## src/rtl/instr_fetch_unit.sv

```systemverilog
// Instruction fetch unit: reads words from instruction memory, screens them for
// supported encodings and hands them in order to the decoder over valid/ready.
module instr_fetch_unit #(
    parameter int unsigned           ADDR_W    = 16,
    parameter logic [ADDR_W-1:0]     LAST_ADDR = 16'h0DEF,
    parameter logic [5:0]            OP_R      = 6'd3,
    parameter logic [5:0]            OP_LW     = 6'd4,
    parameter logic [5:0]            OP_SW     = 6'd5,
    parameter logic [5:0]            FN_SUB    = 6'd34,
    parameter logic [5:0]            FN_MUL    = 6'd50
) (
    input  logic              clk,
    input  logic              rst_n,
    input  logic              start,
    input  logic [ADDR_W-1:0] start_addr,
    output logic              imem_en,
    output logic [ADDR_W-1:0] imem_addr,
    input  logic [31:0]       imem_rdata,
    output logic [31:0]       instr,
    output logic [ADDR_W-1:0] instr_pc,
    output logic              instr_valid,
    input  logic              instr_ready,
    output logic              busy,
    output logic              done,
    output logic              illegal,
    output logic [ADDR_W-1:0] err_pc
);

    typedef enum logic [2:0] {
        S_IDLE  = 3'd0,
        S_FETCH = 3'd1,
        S_DRAIN = 3'd2,
        S_DONE  = 3'd3,
        S_ERR   = 3'd4
    } state_t;

    state_t              r_state;
    state_t              w_state_next;

    logic [ADDR_W-1:0]   r_pc;
    logic [ADDR_W-1:0]   r_infl_pc;
    logic [ADDR_W-1:0]   r_err_pc;
    logic                r_inflight;
    logic                r_err_flag;

    logic [31:0]         r_buf_word [2];
    logic [ADDR_W-1:0]   r_buf_pc   [2];
    logic                r_wptr;
    logic                r_rptr;
    logic [1:0]          r_count;

    logic                w_idle_like;
    logic                w_start_ok;
    logic                w_start_oor;
    logic [5:0]          w_op;
    logic [5:0]          w_fn;
    logic                w_legal;
    logic                w_ret_live;
    logic                w_push;
    logic                w_bad;
    logic                w_valid;
    logic                w_pop;
    logic [2:0]          w_occ;
    logic                w_issue;
    logic                w_last_issue;

    assign w_idle_like = (r_state == S_IDLE) || (r_state == S_DONE) || (r_state == S_ERR);
    assign w_start_ok  = start && w_idle_like;
    assign w_start_oor = (start_addr > LAST_ADDR);

    assign w_op    = imem_rdata[31:26];
    assign w_fn    = imem_rdata[5:0];
    assign w_legal = (w_op == OP_LW) || (w_op == OP_SW) ||
                     ((w_op == OP_R) && ((w_fn == FN_SUB) || (w_fn == FN_MUL)));

    // Returns arriving after an illegal word has been seen are dropped.
    assign w_ret_live = r_inflight && !r_err_flag;
    assign w_push     = w_ret_live && w_legal;
    assign w_bad      = w_ret_live && !w_legal;

    assign w_valid = (r_count != 2'd0);
    assign w_pop   = w_valid && instr_ready;

    // Words owed to the buffer after this cycle must never exceed its depth.
    assign w_occ        = {1'b0, r_count} + {2'b00, r_inflight} - {2'b00, w_pop};
    assign w_issue      = (r_state == S_FETCH) && !w_bad && (w_occ < 3'd2);
    assign w_last_issue = w_issue && (r_pc == LAST_ADDR);

    // State register
    always_ff @(posedge clk or negedge rst_n) begin
        if (!rst_n) begin
            r_state <= S_IDLE;
        end else begin
            r_state <= w_state_next;
        end
    end

    // Next-state logic
    always_comb begin
        w_state_next = r_state;
        case (r_state)
            S_IDLE, S_DONE, S_ERR: begin
                if (start) begin
                    w_state_next = w_start_oor ? S_DONE : S_FETCH;
                end
            end
            S_FETCH: begin
                if (w_bad || w_last_issue) begin
                    w_state_next = S_DRAIN;
                end
            end
            S_DRAIN: begin
                if ((r_count == 2'd0) && !r_inflight) begin
                    w_state_next = r_err_flag ? S_ERR : S_DONE;
                end
            end
            default: w_state_next = S_IDLE;
        endcase
    end

    // State-decoded outputs
    always_comb begin
        busy    = 1'b0;
        done    = 1'b0;
        illegal = 1'b0;
        case (r_state)
            S_FETCH, S_DRAIN: busy    = 1'b1;
            S_DONE:           done    = 1'b1;
            S_ERR:            illegal = 1'b1;
            default: ;
        endcase
    end

    always_ff @(posedge clk or negedge rst_n) begin
        if (!rst_n) begin
            r_pc       <= '0;
            r_infl_pc  <= '0;
            r_inflight <= 1'b0;
            r_err_flag <= 1'b0;
            r_err_pc   <= '0;
        end else begin
            r_inflight <= w_issue;
            if (w_issue) begin
                r_infl_pc <= r_pc;
            end
            if (w_start_ok) begin
                r_pc       <= start_addr;
                r_err_flag <= 1'b0;
                r_err_pc   <= '0;
            end else begin
                if (w_issue && !w_last_issue) begin
                    r_pc <= r_pc + 1'b1;
                end
                if (w_bad) begin
                    r_err_flag <= 1'b1;
                    r_err_pc   <= r_infl_pc;
                end
            end
        end
    end

    always_ff @(posedge clk or negedge rst_n) begin
        if (!rst_n) begin
            r_wptr  <= 1'b0;
            r_rptr  <= 1'b0;
            r_count <= 2'd0;
        end else begin
            if (w_push) begin
                r_wptr <= ~r_wptr;
            end
            if (w_pop) begin
                r_rptr <= ~r_rptr;
            end
            r_count <= r_count + {1'b0, w_push} - {1'b0, w_pop};
        end
    end

    // Storage needs no reset: the head is only exposed while the count is non-zero.
    always_ff @(posedge clk) begin
        if (w_push) begin
            r_buf_word[r_wptr] <= imem_rdata;
            r_buf_pc[r_wptr]   <= r_infl_pc;
        end
    end

    assign imem_en     = w_issue;
    assign imem_addr   = r_pc;
    assign instr_valid = w_valid;
    assign instr       = w_valid ? r_buf_word[r_rptr] : 32'd0;
    assign instr_pc    = w_valid ? r_buf_pc[r_rptr]   : '0;
    assign err_pc      = r_err_pc;

endmodule

```

## config.mk

```make
export PLATFORM = sky130hd
export DESIGN_NAME = instr_fetch_unit
export DESIGN_NICKNAME = d
export VERILOG_FILES = /design/src/rtl/instr_fetch_unit.sv
export SDC_FILE = /design/constraint.sdc
export NUM_CORES = 1
export LEC_CHECK = 0
export ABC_AREA = 1
export BUFFER_PORTS_ARGS = -buffer_cell sky130_fd_sc_hd__buf_4
export CORE_UTILIZATION = 40
export CTS_CLUSTER_SIZE = 40
export DETAILED_ROUTE_END_ITERATION = 16
export PLACE_DENSITY_LB_ADDON = 0.12
export SETUP_SLACK_MARGIN = 0.5
export SYNTH_ARGS = -nofsm -noshare
export SYNTH_HDL_FRONTEND = slang
export SYNTH_SLANG_ARGS = --single-unit
```

## constraint.sdc

```tcl
create_clock -name clk -period 3 [get_ports clk]
set_input_delay 0.15 -clock clk [delete_from_list [all_inputs] [get_ports clk]]
set_output_delay 0.15 -clock clk [all_outputs]
set_load 0.02 [all_outputs]
```

Word level (Yosys, flattened, before mapping)
Memories as Yosys holds them, arrays and structs flattened.
Index checks and enable logic that the tools add are counted.

cells by class
  bitwise logic cells = 2
  reductions and logical operators = 30
  eq/ne operators = 13
  add/sub/neg operators = 5
  magnitude comparators = 2
  multiplexer cells = 19

operators by type and width
  operator                                                         count
  2-to-1 mux 16 bit                                                5
  2-to-1 mux 32 bit                                                1
  adder 16 x 1 -> 16 bit, second input constant                    1
  == test 16 x 12 -> 1 bit, second input constant                  1
  greater-than comparator 16 x 12 -> 1 bit, second input constant  1
  == test 6 x 3 -> 1 bit, second input constant                    2
  == test 6 bit, second input constant                             2
  2-to-1 mux 3 bit                                                 4
  logical AND 1 bit                                                11
  case mux 3 bit (3 select lines)                                  1
  2-to-1 mux 1 bit                                                 7
  == test 3 x 2 -> 1 bit, second input constant                    2
  == test 6 x 2 -> 1 bit, second input constant                    1
  logical OR 1 bit                                                 6
  nonzero test 2 bit                                               3
  logical NOT 1 bit                                                5
  inequality test 2 bit, second input constant                     2
  adder 2 x 1 -> 3 bit                                             1
  == test 3 x 1 -> 1 bit, second input constant                    1
  == test 3 bit, second input constant                             1
  logical NOT 3 bit                                                1
  less-than comparator 3 x 2 -> 1 bit, second input constant       1
  AND reduction 3 bit                                              1
  OR reduction 3 bit                                               1
  other kinds (8)                                                  9

word-level totals
  memories kept = 2
  register bits = 57
  RAM bits = 96
  input bits = 52

memories
  name        words  bits a word  read ports  clocked after Yosys merged registers in  wr ports  RTL line  RTL
  r_buf_word  2      32           1           0                                        1         46        logic [31:0] r_buf_word [2];
  r_buf_pc    2      16           1           0                                        1         47        logic [ADDR_W-1:0] r_buf_pc [2];

Longest topological paths before layout
  depth after elaboration = 14
  depth in mapped cells = 13
  depth with buffers taken out = 13

Worst setup path after synthesis
Ideal clock, no wire load.

  path type = reg2reg
  start = register r_err_flag
  end = memory r_buf_pc[0][0] (enable)
  clock period less this slack = 3.190 ns
  data required time = 2.546 ns
  cell stages (with the launch flop) = 4
  path buffers = 0
  data arrival time = 2.736 ns
  slack = -0.190 ns
  library setup time = 0.454 ns
  cell sequence = dfrtp_1 > nor2_1 > nand3_1 > nor2_1

between the ends
  longest elaborated chain between the ends = 5

ends and longest elaborated chain
  element                                 RTL line  RTL
  start: declaration                      44        logic r_err_flag;
  start signal: assignment                139       r_err_flag <= 1'b0;
  start signal: assignment                148       r_err_flag <= 1'b0;
  start signal: assignment                155       r_err_flag <= 1'b1;
  logical NOT 1 bit                       77        assign w_ret_live = r_inflight && !r_err_flag;
  logical AND 1 bit                       77
  logical AND 1 bit                       78        assign w_push = w_ret_live && w_legal;
  2-to-1 mux 1 bit                        180       if (w_push) begin
  2-to-1 mux 1 bit (implied by the code)  182       r_buf_pc[r_wptr] <= r_infl_pc;
  end: declaration                        47

No other way between the ends.

Final worst setup path
  start = register r_count[1]
  end = output imem_en

between the ends
  longest elaborated chain between the ends = 5

ends and longest elaborated chain
  element                              RTL line  RTL
  start: declaration                   50        logic [1:0] r_count;
  start signal: assignment             174       r_count <= r_count + {1'b0, w_push} - {1'b0, w_pop};
  nonzero test 2 bit                   81        assign w_valid = (r_count != 2'd0);
  logical AND 1 bit                    82        assign w_pop = w_valid && instr_ready;
  net w_pop                            62        logic w_pop;
  subtractor 3 x 1 -> 3 bit            85        assign w_occ = {1'b0, r_count} + {2'b00, r_inflight} - {2'b00, w_pop};
  less-than comparator 3 x 2 -> 1 bit  86        assign w_issue = (r_state == S_FETCH) && !w_bad && (w_occ < 3'd2);
  logical AND 1 bit                    86
  end: declaration                     16        output logic imem_en,

The timed path passes the listed nets, and every way through them passes these cells.

==> flow_metrics.tcl <==
set metrics [dict create \
    die_w_um 132 \
    vias 5316 \
    maxCapViolations 0 \
    critPathKind "reg -> out" \
    critPathSlowestCell "fa_1" \
    dr.first_iter.drc_count 305 \
    power_leakage_nw 3.97 \
    grtUsageMet3 0.0477 \
    grt-ovfl-total 0 \
    finalCritPeriodShare 0.884 \
    dpl_worst_slack_ps 354 \
    regArea_um2 4310 \
    outcome "completed" \
    die_y_um 132 \
    multi_input_area_um2 2180 \
    rsz0062_at_grt "true" \
    diodes 0 \
    critPathTopFamily "adder cells" \
    max_freq_mhz 377 \
    path_buf_inv 2 \
    use_met1 0.266 \
    yosys_warnings 0 \
    first_pass_iters 5 \
    synth_cell_types 32 \
    drv_slew 0 \
    worst_slew_margin_rel 0.501 \
    grt_pass1_vias 5268 \
    design_area_um2 8960 \
    grt_start_max_net_pins 58 \
    drt-total-wl_mm 16.7 \
    peakVddDrop_uv 450 \
    synth_area_leader_cell "edfxtp_1" \
    clock-root-buffer "clkbuf_16" \
    setup_ws_ps 348 \
    dp.final_hpwl_mm 10.8 \
    start_util 0.409 \
    clock_latency_ps 420 \
    holdWs_ps 39.7 \
    end_kind "output pin" \
    worst_slew_pin_slew_ps 749 \
    rows 47 \
    synth.area.top_cells "edfxtp_1 (43%), dfrtp_1 (21%), nand2_1 (13%)" \
    grt.busiest_layer "met2" \
    cpPeakStageDelay_ps 510 \
    viasPerCell 4.90 \
    final.setup_skew_ps 6.66 \
    synth_top_cell_area_share 0.427 \
    numCtsBuffers 17 \
    startpoint_type "register" \
    crit_path_max_fanout 2 \
    arrival_ps 2500 \
    portBuffers 136 \
    path_cells "nor2_4 -> nor2_4 -> ha_4 -> or2_4 -> fa_1 -> nand2_2 -> nor2_4 -> nand3_2 -> inv_2 -> buf_6" \
    final_common_cell "nand2_1" \
    layout-drive-gt1-share 0.245 \
    ys_ff_latch 153 \
    cts_buffer_depth 2 \
    syn-cell-area_um2 6750 \
    dieArea_um2 17400 \
    tns_ps 0 \
    yosysSeqAreaShare 0.638 \
    fin_crit_ps 2650 \
    final_cell_mix "nand2_1 (240), buf_4 (150), edfxtp_1 (96)" \
    holdCritPathClass "in -> reg" \
    cts_tree "built" \
    placed_area_um2 7990 \
    grt.total_usage 0.200 \
    hold_viol 0 \
    cts_sinks 153 \
    gp_congestion 0.859 \
    grt_pass1_wl_mm 27.2 \
    nets 909 \
    syn_nets 735 \
    htreeDepth 4 \
    core_region_area_um2 16500 \
    netlist_instances 678 \
    setup_violations 0 \
    grt_util_met2 0.324 \
    io_pins 137 \
    syn_avg_cell_area_um2 9.96 \
    antenna_found_initial 0 \
    area_growth_pct 32.7 \
    fillCellCount 1469 \
    power.density_nw_per_um2 981 \
    crit_path_frequent_cell "nor2_4" \
    wire_per_inst_um 15.4 \
    cts.clk_slew.worst_paths_ps 60 \
    drc 0 \
    drtAntennaViolNets 0 \
    required_ps 2850 \
]
==> power breakdown <==
| part | switching [mW] | leakage, nW | internal (mW) | total [mW] |
|---|---|---|---|---|
| combinational | 2.47 | 2.12 | 1.46 | 3.94 |
| clock | 0.781 | 0.244 | 1.11 | 1.89 |
| sequential | 0.355 | 1.61 | 2.60 | 2.95 |
==> per-stage QoR <==
stage	instances	util	power, mW
floorplan	678	-	5.34
global placement	1011	0.484	6.66
detailed placement	1011	0.484	6.76
CTS	1084	0.542	8.84
global route	1084	0.542	9.34
finish	1084	0.542	8.78
==> routing by layer <==
metal | vias to the layer above | part of all wire
li1 | 2610 | -
met1 | 2525 | 0.45
met2 | 157 | 0.48
met3 | 24 | 0.051
met4 | 0 | 0.017
met5 | - | 0
==> cells by family (layout without fill, tap and decap cells) <==
logic type	Yosys count	in the layout	synth area share
AO/OA/AOI/OAI	81	81	0.0608
XOR/XNOR	6	6	0.00778
adder cells (fa/ha/maj)	5	5	0.0104
buffers and inverters	72	258	0.0489
flip-flops	153	153	0.638
AND/OR/NAND/NOR	361	361	0.234
==> worst register-to-register path: stages, from the launching register on <==
cell and delay [ps]:
dfrtp_2 420, nor2_4 140, nor2_4 60, ha_4 200
or2_4 220, fa_1 410, nor2_1 200, nor2_4 70
buf_4 130, buf_4 130, nand4_1 120, nand3_2 140
nand4_1 160, nand2_1 70
==> state kept, by name, indices dropped and copies added, names as in the netlist <==
name        cells
r_buf_pc       32
r_state         3
r_err_flag      1
r_wptr          1
r_infl_pc      16
r_count         2
imem_addr      16
r_rptr          1
r_buf_word     64
r_inflight      1
err_pc         16
==> layout make-up <==
type	instances	area share
clock buffers	19	0.0483
clock inverters	12	0.00950
inverters	40	0.0168
multi-input cells	453	0.243
flip-flops and latches	153	0.481
well taps	220	0.0307
repair buffers	187	0.170
==> Yosys cell counts <==
cell,number
edfxtp_1,96
nand2_2,5
buf_2,6
nand2_4,2
nand3_1,63
inv_2,3
dfrtp_1,57
nor2_2,3
clkbuf_1,14
o21ai_1,16
ha_1,4
fa_1,1
inv_1,37
o21ai_0,11
nor2_1,26
nand2_1,241
nor3b_1,1
nor3_4,2
nand3_2,3
xor2_1,3
or2_1,2
a21o_1,1
nand4_4,1
xnor2_1,3
nand4_1,7
buf_1,2
a21oi_1,52
nor3_2,3
buf_6,4
buf_4,6
or2_2,2
o21bai_1,1
==> timing repair <==
action	CTS	global route
gates resized for setup	8	2
setup buffers	9	0
hold buffers	33	0
setup endpoints to repair	36	36
pin swaps	6	2
hold endpoints to repair	121	0
==> path summary, 6_finish.rpt <==
| kind | startpoint | endpoint | slack [ps] | cells past startpoint |
|---|---|---|---|---|
| max | r_count[1] | imem_en | 350 | 10 |
| min | start_addr[13] | imem_addr[13] | 40 | 5 |
| max reg2reg | r_count[1] | r_state[0] | 420 | 13 |
| min reg2reg | r_infl_pc[2] | r_buf_pc[1][2] | 510 | 0 |
| max in group asynchronous | rst_n | r_rptr | 2110 | 2 |
| min in group asynchronous | rst_n | imem_addr[9] | 350 | 2 |
No activity file was read; power rests on OpenSTA's default activity.
